<file path="config.mk">
export PLATFORM = sky130hd
export DESIGN_NAME = keccak_rho_scheduler
export DESIGN_NICKNAME = d
export VERILOG_FILES = /design/src/rtl/keccak_pkg.sv /design/src/rtl/BiRotR.sv /design/src/rtl/keccak_rho_scheduler.sv
export SDC_FILE = /design/constraint.sdc
export NUM_CORES = 1
export LEC_CHECK = 0
export BUFFER_PORTS_ARGS = -buffer_cell sky130_fd_sc_hd__buf_2
export CORE_AREA = 5 5 138 140
export DETAILED_ROUTE_END_ITERATION = 16
export DIE_AREA = 0 0 143 145
export PLACE_DENSITY_LB_ADDON = 0.12
export SETUP_SLACK_MARGIN = 0.02
export SYNTH_ARGS = -nofsm -noshare
export SYNTH_HDL_FRONTEND = slang
export SYNTH_SLANG_ARGS = --single-unit
</file>
<file path="constraint.sdc">
create_clock -name clk -period 5.2 [get_ports clk]
set_input_delay 0.52 -clock clk [delete_from_list [all_inputs] [get_ports clk]]
set_output_delay 0.52 -clock clk [all_outputs]
set_load 0.03 [all_outputs]
</file>
<file path="src/rtl/keccak_pkg.sv">
// Shared Keccak-f[1600] constants for the rho stage: lane geometry, rho offsets, 32-bit rotate helper.
// Offsets are rotate-left amounts in the plain (non-interleaved) lane domain, indexed by x+5y.
package keccak_pkg;
  localparam int LANE_W    = 64;
  localparam int NUM_LANES = 25;

  typedef logic [4:0] lane_idx_t;

  localparam logic [5:0] RHO_OFFS [0:24] = '{
    6'd0,  6'd1,  6'd62, 6'd28, 6'd27,
    6'd36, 6'd44, 6'd6,  6'd55, 6'd20,
    6'd3,  6'd10, 6'd43, 6'd25, 6'd39,
    6'd41, 6'd45, 6'd15, 6'd21, 6'd8,
    6'd18, 6'd2,  6'd61, 6'd56, 6'd14
  };

  function automatic logic [31:0] rotr32(input logic [31:0] x, input logic [4:0] s);
    logic [63:0] t;
    t = {x, x} >> s;
    return t[31:0];
  endfunction
endpackage

</file>
<file path="src/rtl/BiRotR.sv">
// Bit-interleaved 64-bit rotate-right: lane is {odd bits, even bits}, amt is the plain-domain rotate.
// Purely combinational; odd amounts swap the halves and give the even half one extra step.
module BiRotR
  import keccak_pkg::*;
(
  input  logic [LANE_W-1:0] din,
  input  logic [5:0]        amt,
  output logic [LANE_W-1:0] dout
);
  logic [4:0] k;
  logic [4:0] k1;

  assign k  = amt[5:1];
  assign k1 = k + 5'd1;

  always_comb begin
    if (amt[0]) begin
      // even' = odd >> k, odd' = even >> (k+1); k+1 == 32 wraps to identity
      dout = {rotr32(din[31:0], k1), rotr32(din[63:32], k)};
    end else begin
      dout = {rotr32(din[63:32], k), rotr32(din[31:0], k)};
    end
  end
endmodule

</file>
<file path="src/rtl/keccak_rho_scheduler.sv">
// Streams 25 interleaved lanes through one shared rotator applying rho, with a 1-cycle registered output.
// Optional synchronous frame abort when KECCAK_RHO_ABORT_EN is defined.
module keccak_rho_scheduler
  import keccak_pkg::*;
#(
  parameter int LANES = NUM_LANES
) (
  input  logic              clk,
  input  logic              rst,
`ifdef KECCAK_RHO_ABORT_EN
  input  logic              abort,
`endif
  input  logic [LANE_W-1:0] lane_in,
  input  logic              lane_in_valid,
  output logic              lane_in_ready,
  output logic [LANE_W-1:0] lane_out,
  output lane_idx_t         lane_out_idx,
  output logic              lane_out_valid,
  input  logic              lane_out_ready,
  output logic              frame_done,
  output logic              busy
);
  localparam lane_idx_t LAST_IDX = lane_idx_t'(LANES - 1);

  lane_idx_t         idx_q;
  logic [5:0]        rot_amt;
  logic [LANE_W-1:0] rot_dat;
  logic              in_hs;
  logic              out_hs;
  logic              kill;

`ifdef KECCAK_RHO_ABORT_EN
  assign kill = abort;
`else
  assign kill = 1'b0;
`endif

  assign lane_in_ready = (!lane_out_valid || lane_out_ready) && !kill;
  assign in_hs         = lane_in_valid && lane_in_ready;
  assign out_hs        = lane_out_valid && lane_out_ready;
  // Left rotate by r == right rotate by (64 - r) mod 64; the 6-bit wrap maps r=0 to 0.
  assign rot_amt       = 6'd0 - RHO_OFFS[idx_q];
  assign busy          = (idx_q != '0) || lane_out_valid;

  BiRotR u_rot (
    .din  (lane_in),
    .amt  (rot_amt),
    .dout (rot_dat)
  );

  always_ff @(posedge clk or posedge rst) begin
    if (rst) begin
      idx_q          <= '0;
      lane_out       <= '0;
      lane_out_idx   <= '0;
      lane_out_valid <= 1'b0;
      frame_done     <= 1'b0;
    end else if (kill) begin
      idx_q          <= '0;
      lane_out_valid <= 1'b0;
      frame_done     <= 1'b0;
    end else begin
      frame_done <= out_hs && (lane_out_idx == LAST_IDX);
      if (in_hs) begin
        idx_q          <= (idx_q == LAST_IDX) ? '0 : idx_q + 5'd1;
        lane_out       <= rot_dat;
        lane_out_idx   <= idx_q;
        lane_out_valid <= 1'b1;
      end else if (out_hs) begin
        lane_out_valid <= 1'b0;
      end
    end
  end
endmodule
</file>
* Yosys cells after proc, flatten, opt, wreduce, memory -nomap -nowiden
Memory sizes are Yosys's and may differ from the RTL's.
Index checks and enable logic that the tools add are counted.
** Word-level totals
- Register bits :: 76
- Bits in latches :: 0
- Memory bits (writable) :: 0
- ROM bits :: 192
- Output and inout bits :: 73
- Word-level logic and storage cells :: 30
- Memories :: 1
** Memories
- (name not given) :: words 32, bits a word 6, rd ports 1, clocked after memory_dff 0, wr ports 0, line keccak_rho_scheduler.sv:42 : assign rot_amt = 6'd0 - RHO_OFFS[idx_q];
** Cells by class
- $add $sub $neg :: 3
- Multiply operators :: 0
- Div/mod/pow operators :: 0
- Order comparisons :: 1
- Equal/unequal tests :: 2
- Shifts and indexed selects :: 3
- Multiplexer cells :: 6
- Bitwise gates (word level) :: 1
- Reductions and logical operators :: 8
** Operator list (count)
- $shr A64 B5 Y32 :: 3
- $mux W64 :: 1
- $mux W6 :: 2
- $add A5 B1 Y5 const B :: 2
- $eq A5 B5 Y1 const B :: 2
- $ge A6 B6 Y1 const B :: 1
- $not A5 Y6 :: 1
- $sub A1 B6 Y6 const A :: 1
- $mux W5 :: 1
- $reduce_bool A5 Y1 :: 1
- $logic_and A1 B1 Y1 :: 3
- $logic_or A1 B1 Y1 :: 2
- $mux W1 :: 2
- $reduce_bool A2 Y1 :: 1
- $logic_not A1 Y1 :: 1

* Logic depth before layout (Yosys ltp)
- Word-level depth :: 8
- Depth in mapped cells :: 24
- Gate-level depth less buffers :: 16

* Cells and area by module
A second synthesis with hierarchy kept.
** Unflattened totals
- Cell total of the unflattened synthesis :: 963
- Area, all modules :: 9444.1 sq um
** By module, submodules not included
- BiRotR :: times used 1, cells each 565, area an instance 6043.3 sq um, sequential area each 0.0 sq um
- keccak_rho_scheduler :: times used 1, cells each 398, area an instance 3400.8 sq um, sequential area each 1901.8 sq um

* Worst setup path before layout
Ideal clock, no wire load.
- Kind :: register to register
- Start :: reg idx_q[0]
- End :: reg lane_out[44]
- Library setup time :: 0.123 ns
- Data arrival time :: 5.155 ns
- Data required time :: 5.077 ns
- Slack :: -0.078 ns
- Stages on the path, launching flop included :: 23
- Period minus slack after synthesis :: 5.278 ns
- Cell sequence :: dfrtp_1 > inv_1 > ha_1 > nor4b_1 > a211o_1 > nand2_1 > inv_1 > buf_2 > buf_1 > ha_1 > xnor2_2 > buf_2 > buf_2 > buf_2 > ha_1 > clkbuf_1 > clkbuf_1 > mux2_2 > o21a_1 > mux2_2 > mux2_2 > o22ai_1 > o21ai_1
** On the way
- Cells in the longest elaborated chain, start to end :: 8
** Ends and longest elaborated chain
- from (decl) :: line keccak_rho_scheduler.sv:25 : lane_idx_t idx_q;
- from (signal assigned) :: line keccak_rho_scheduler.sv:65 : idx_q <= (idx_q == LAST_IDX) ? '0 : idx_q + 5'd1;
- $not A5 Y6 (not written as such) * :: line keccak_rho_scheduler.sv:42
- $mem_v2 Z32 W6 *
- $mux W6 (not written as such) * (2 in series) :: line keccak_rho_scheduler.sv:42
- $sub A1 B6 Y6 * :: line keccak_rho_scheduler.sv:42
- $add A5 B1 Y5 :: line BiRotR.sv:14 : assign k1 = k + 5'd1;
- $shr A64 B5 Y32 :: line keccak_pkg.sv:19 : t = {x, x} >> s;
- $mux W64 * :: line BiRotR.sv:17 : if (amt[0]) begin
- to (signal assigned) :: line keccak_rho_scheduler.sv:66 : lane_out <= rot_dat;
- to (decl) :: line keccak_rho_scheduler.sv:16 : output logic [LANE_W-1:0] lane_out,
Every way passes the cells marked *; elsewhere a longest branch is shown, timed or not. The select of a mux whose other input is x is not followed.
A chain may end at the register's enable or synchronous reset.

* Worst setup path in the final report
- Start :: reg idx_q[1]
- End :: reg lane_out[47]
Same word-level chain as after synthesis.

==> qor.json <==
{
  "max_capacitance_violation_count": 0,
  "slew-limit-headroom": 0.287,
  "antenna_violations_before_repair": 0,
  "holdCritPathClass": "in2reg",
  "drive_gt1_frac": 0.324,
  "skew_ns": 0.00719,
  "placed_cells_incl_taps": 1187,
  "ios": 141,
  "synth.ff_latch_count": 76,
  "place_hpwl_mm": 23.2,
  "synth_flop_cell": "sky130_fd_sc_hd__dfrtp_1",
  "final_weighted_congestion_in_routability_driven_placement": 0.933,
  "tritoncts_num_sinks": 76,
  "clock_insertion_delay_worst_skew_ns": 0.35,
  "cp.arrival_ns": 5.08,
  "detail_route.wl_per_cell_um": 25.2,
  "endpoint_kind": "flop",
  "cts_root_buf": "sky130_fd_sc_hd__clkbuf_16",
  "grt_pass1_wl_mm": 46.2,
  "synth-edff-count": 0,
  "dr.first_iter.drc_count": 1074,
  "ys_types": 68,
  "areaGrowthSynthToFinish_pct": 11.7,
  "track_usage": 0.287,
  "worst_setup_hold_path_clk_slew_ns": 0.06,
  "final_nets": 1046,
  "number_of_warnings_printed_during_yosys_synthesis": 0,
  "hold_viol": 0,
  "critPathMaxFanout": 18,
  "place_worst_setup_slack_ns": 0.406,
  "post_layout_nonfiller_instances": 1202,
  "via_count_of_the_first_global_routing_pass": 7771,
  "synth-seq-area-share": 0.204,
  "die_h_um": 145,
  "ctsHtreeMaxLevel": 3,
  "achievable-frequency_mhz": 206,
  "post_syn_instances": 880,
  "clk_path_buf_depth": 2,
  "status": "complete, no violations",
  "cts_resized": 0,
  "maximum_number_of_pins_on_one_net_before_global_route_repair": 77,
  "critical_path_launch_point": "idx_q[1]",
  "synthesis.nets": 957,
  "critPathRequiredTime_ns": 5.43,
  "fin_crit_sh": 0.932,
  "syn_area_mm2": 0.00933,
  "crit-reg2reg-launch": "idx_q[1]",
  "cts_tree": "yes",
  "drc_errors": 0,
  "min_period_ns": 4.85,
  "floorplan.die.width_um": 143,
  "antennaDiodeCount": 0,
  "number_of_optimization_iterations_in_the_first_detailed_route_pass": 5,
  "routed_wirelength_mm": 30.3,
  "layout.cells.most_common_list": "sky130_fd_sc_hd__mux2i_1, sky130_fd_sc_hd__buf_2, sky130_fd_sc_hd__mux4_2",
  "hold_path.startpoint": "lane_in_valid",
  "tightest_slew_ns": 1.07,
  "final.setup.tns_ns": 0,
  "asyncSetResetFlopFracSynth": 1.00,
  "initial_core_util": 0.527,
  "core_area_mm2": 0.0177,
  "layout_setup_ws_ns": 0.355,
  "die-area_mm2": 0.0207,
  "layout.cells.most_common": "sky130_fd_sc_hd__mux2i_1",
  "drtAntennaViolNets": 0,
  "total_via_count_in_the_routed_design": 8201,
  "crit_path_start_kind": "flop",
  "placement_rows": 49,
  "setup-violations-final": 0,
  "report.final.slew_viol_count": 0,
  "rsz0062_at_grt": "no",
  "port_buffers": 140,
  "vias_per_cell": 6.82,
  "setup.worst_path.class": "reg2reg",
  "synth.avg_cell_area_um2": 10.6,
  "globalRoute.totalOverflow": 0,
  "cts_inserted_buffers": 9
}
==> cells by family (layout without fill, tap and decap cells) <==
family          after synthesis  after routing  share of synthesized area
compound gates              178            178                      0.136
fa+ha+maj                     9              9                     0.0121
mux                         337            337                      0.488
simple gates                181            181                     0.0934
xor+xnor                      9              9                     0.0180
buf+inv                      90            183                     0.0496
flops                        76             76                      0.204
==> worst max-delay path: stages, from the launching register on <==
cell and delay [ns]:
sky130_fd_sc_hd__dfrtp_1 0.52, sky130_fd_sc_hd__inv_1 0.26, sky130_fd_sc_hd__ha_1 0.23, sky130_fd_sc_hd__a21oi_1 0.08, sky130_fd_sc_hd__a211o_1 0.34, sky130_fd_sc_hd__nand2_1 0.24
sky130_fd_sc_hd__inv_1 0.14, sky130_fd_sc_hd__ha_4 0.21, sky130_fd_sc_hd__xnor2_4 0.59, sky130_fd_sc_hd__buf_4 0.39, sky130_fd_sc_hd__mux4_2 0.39, sky130_fd_sc_hd__mux4_2 0.50
sky130_fd_sc_hd__mux2i_1 0.57, sky130_fd_sc_hd__o2bb2ai_1 0.18, sky130_fd_sc_hd__o21ai_1 0.09
==> per-layer routing <==
layer,GRT usage,part of all wire,vias to the layer above
li1,-,-,3669
met1,0.420,0.42,4066
met2,0.444,0.47,427
met3,0.0609,0.090,39
met4,0.0561,0.016,0
met5,0,0,-
==> cell type report <==
cell class / instances / area, um^2
multi-input cells: 714 / 7030
well taps: 229 / 287
inverters: 7 / 27.5
repair buffers: 161 / 871
fillers: 1562 / 7290
flip-flops and latches: 76 / 1900
clock buffers: 10 / 229
clock inverters: 5 / 77.6
==> Yosys cell counts (4+ instances only) <==
master	number	area (um^2)
sky130_fd_sc_hd__a211o_1	9	78.8
sky130_fd_sc_hd__a21o_1	4	30.0
sky130_fd_sc_hd__a21oi_1	20	100
sky130_fd_sc_hd__a22o_1	5	43.8
sky130_fd_sc_hd__a22oi_1	6	45.0
sky130_fd_sc_hd__a41o_1	4	40.0
sky130_fd_sc_hd__and2_1	6	37.5
sky130_fd_sc_hd__buf_1	6	22.5
sky130_fd_sc_hd__buf_2	28	140
sky130_fd_sc_hd__buf_4	10	75.1
sky130_fd_sc_hd__buf_6	7	78.8
sky130_fd_sc_hd__clkbuf_1	32	120
sky130_fd_sc_hd__dfrtp_1	76	1900
sky130_fd_sc_hd__ha_1	9	113
sky130_fd_sc_hd__inv_1	6	22.5
sky130_fd_sc_hd__mux2_2	27	304
sky130_fd_sc_hd__mux2i_1	218	2180
sky130_fd_sc_hd__mux4_2	90	2030
sky130_fd_sc_hd__nand2_1	86	323
sky130_fd_sc_hd__nand2b_1	7	43.8
sky130_fd_sc_hd__nand4_1	6	37.5
sky130_fd_sc_hd__nor2_1	38	143
sky130_fd_sc_hd__nor3_1	8	40.0
sky130_fd_sc_hd__nor3b_1	7	52.6
sky130_fd_sc_hd__o211ai_1	5	37.5
sky130_fd_sc_hd__o21ai_0	31	155
sky130_fd_sc_hd__o21ai_1	17	85.1
sky130_fd_sc_hd__o221ai_1	29	254
sky130_fd_sc_hd__o22ai_1	13	81.3
sky130_fd_sc_hd__o2bb2ai_1	8	70.1
sky130_fd_sc_hd__o31ai_1	5	37.5
==> flip-flops by register name, indices dropped and copies added, names as in the netlist <==
signal,cells
frame_done,1
idx_q,5
lane_out,64
lane_out_idx,5
lane_out_valid,1
==> stage by stage <==
step / hold slack (ns) / util / instance area [um^2]
2_1_floorplan: 0.628 / - / 9340
6_report: 0.406 / 0.588 / 10400
3_3_place_gp: 0.442 / 0.571 / 10100
3_5_place_dp: 0.457 / 0.571 / 10100
5_1_grt: 0.418 / 0.588 / 10400
4_1_cts: 0.399 / 0.588 / 10400
==> timing repair <==
item	4_1_cts	5_1_grt
hold buffers	0	0
setup buffers	0	0
endpoints found under the hold margin	0	0
setup endpoints to repair	0	1
==> worst paths after layout <==
| kind | to | slack (ns) | cells after the start |
|---|---|---|---|
| worst min-delay path | lane_out_valid | 0.41 | 2 |
| worst min register to register | frame_done | 0.45 | 1 |
| max in group asynchronous | lane_out[30] | 4.06 | 3 |
| min in group asynchronous | lane_out[47] | 0.46 | 3 |
| worst max register to register | lane_out[47] | 0.35 | 14 |
| worst max-delay path | lane_out[47] | 0.35 | 14 |
Power is not shown: default switching activity piles up to over one toggle a cycle in this logic, so the estimate is an artifact.
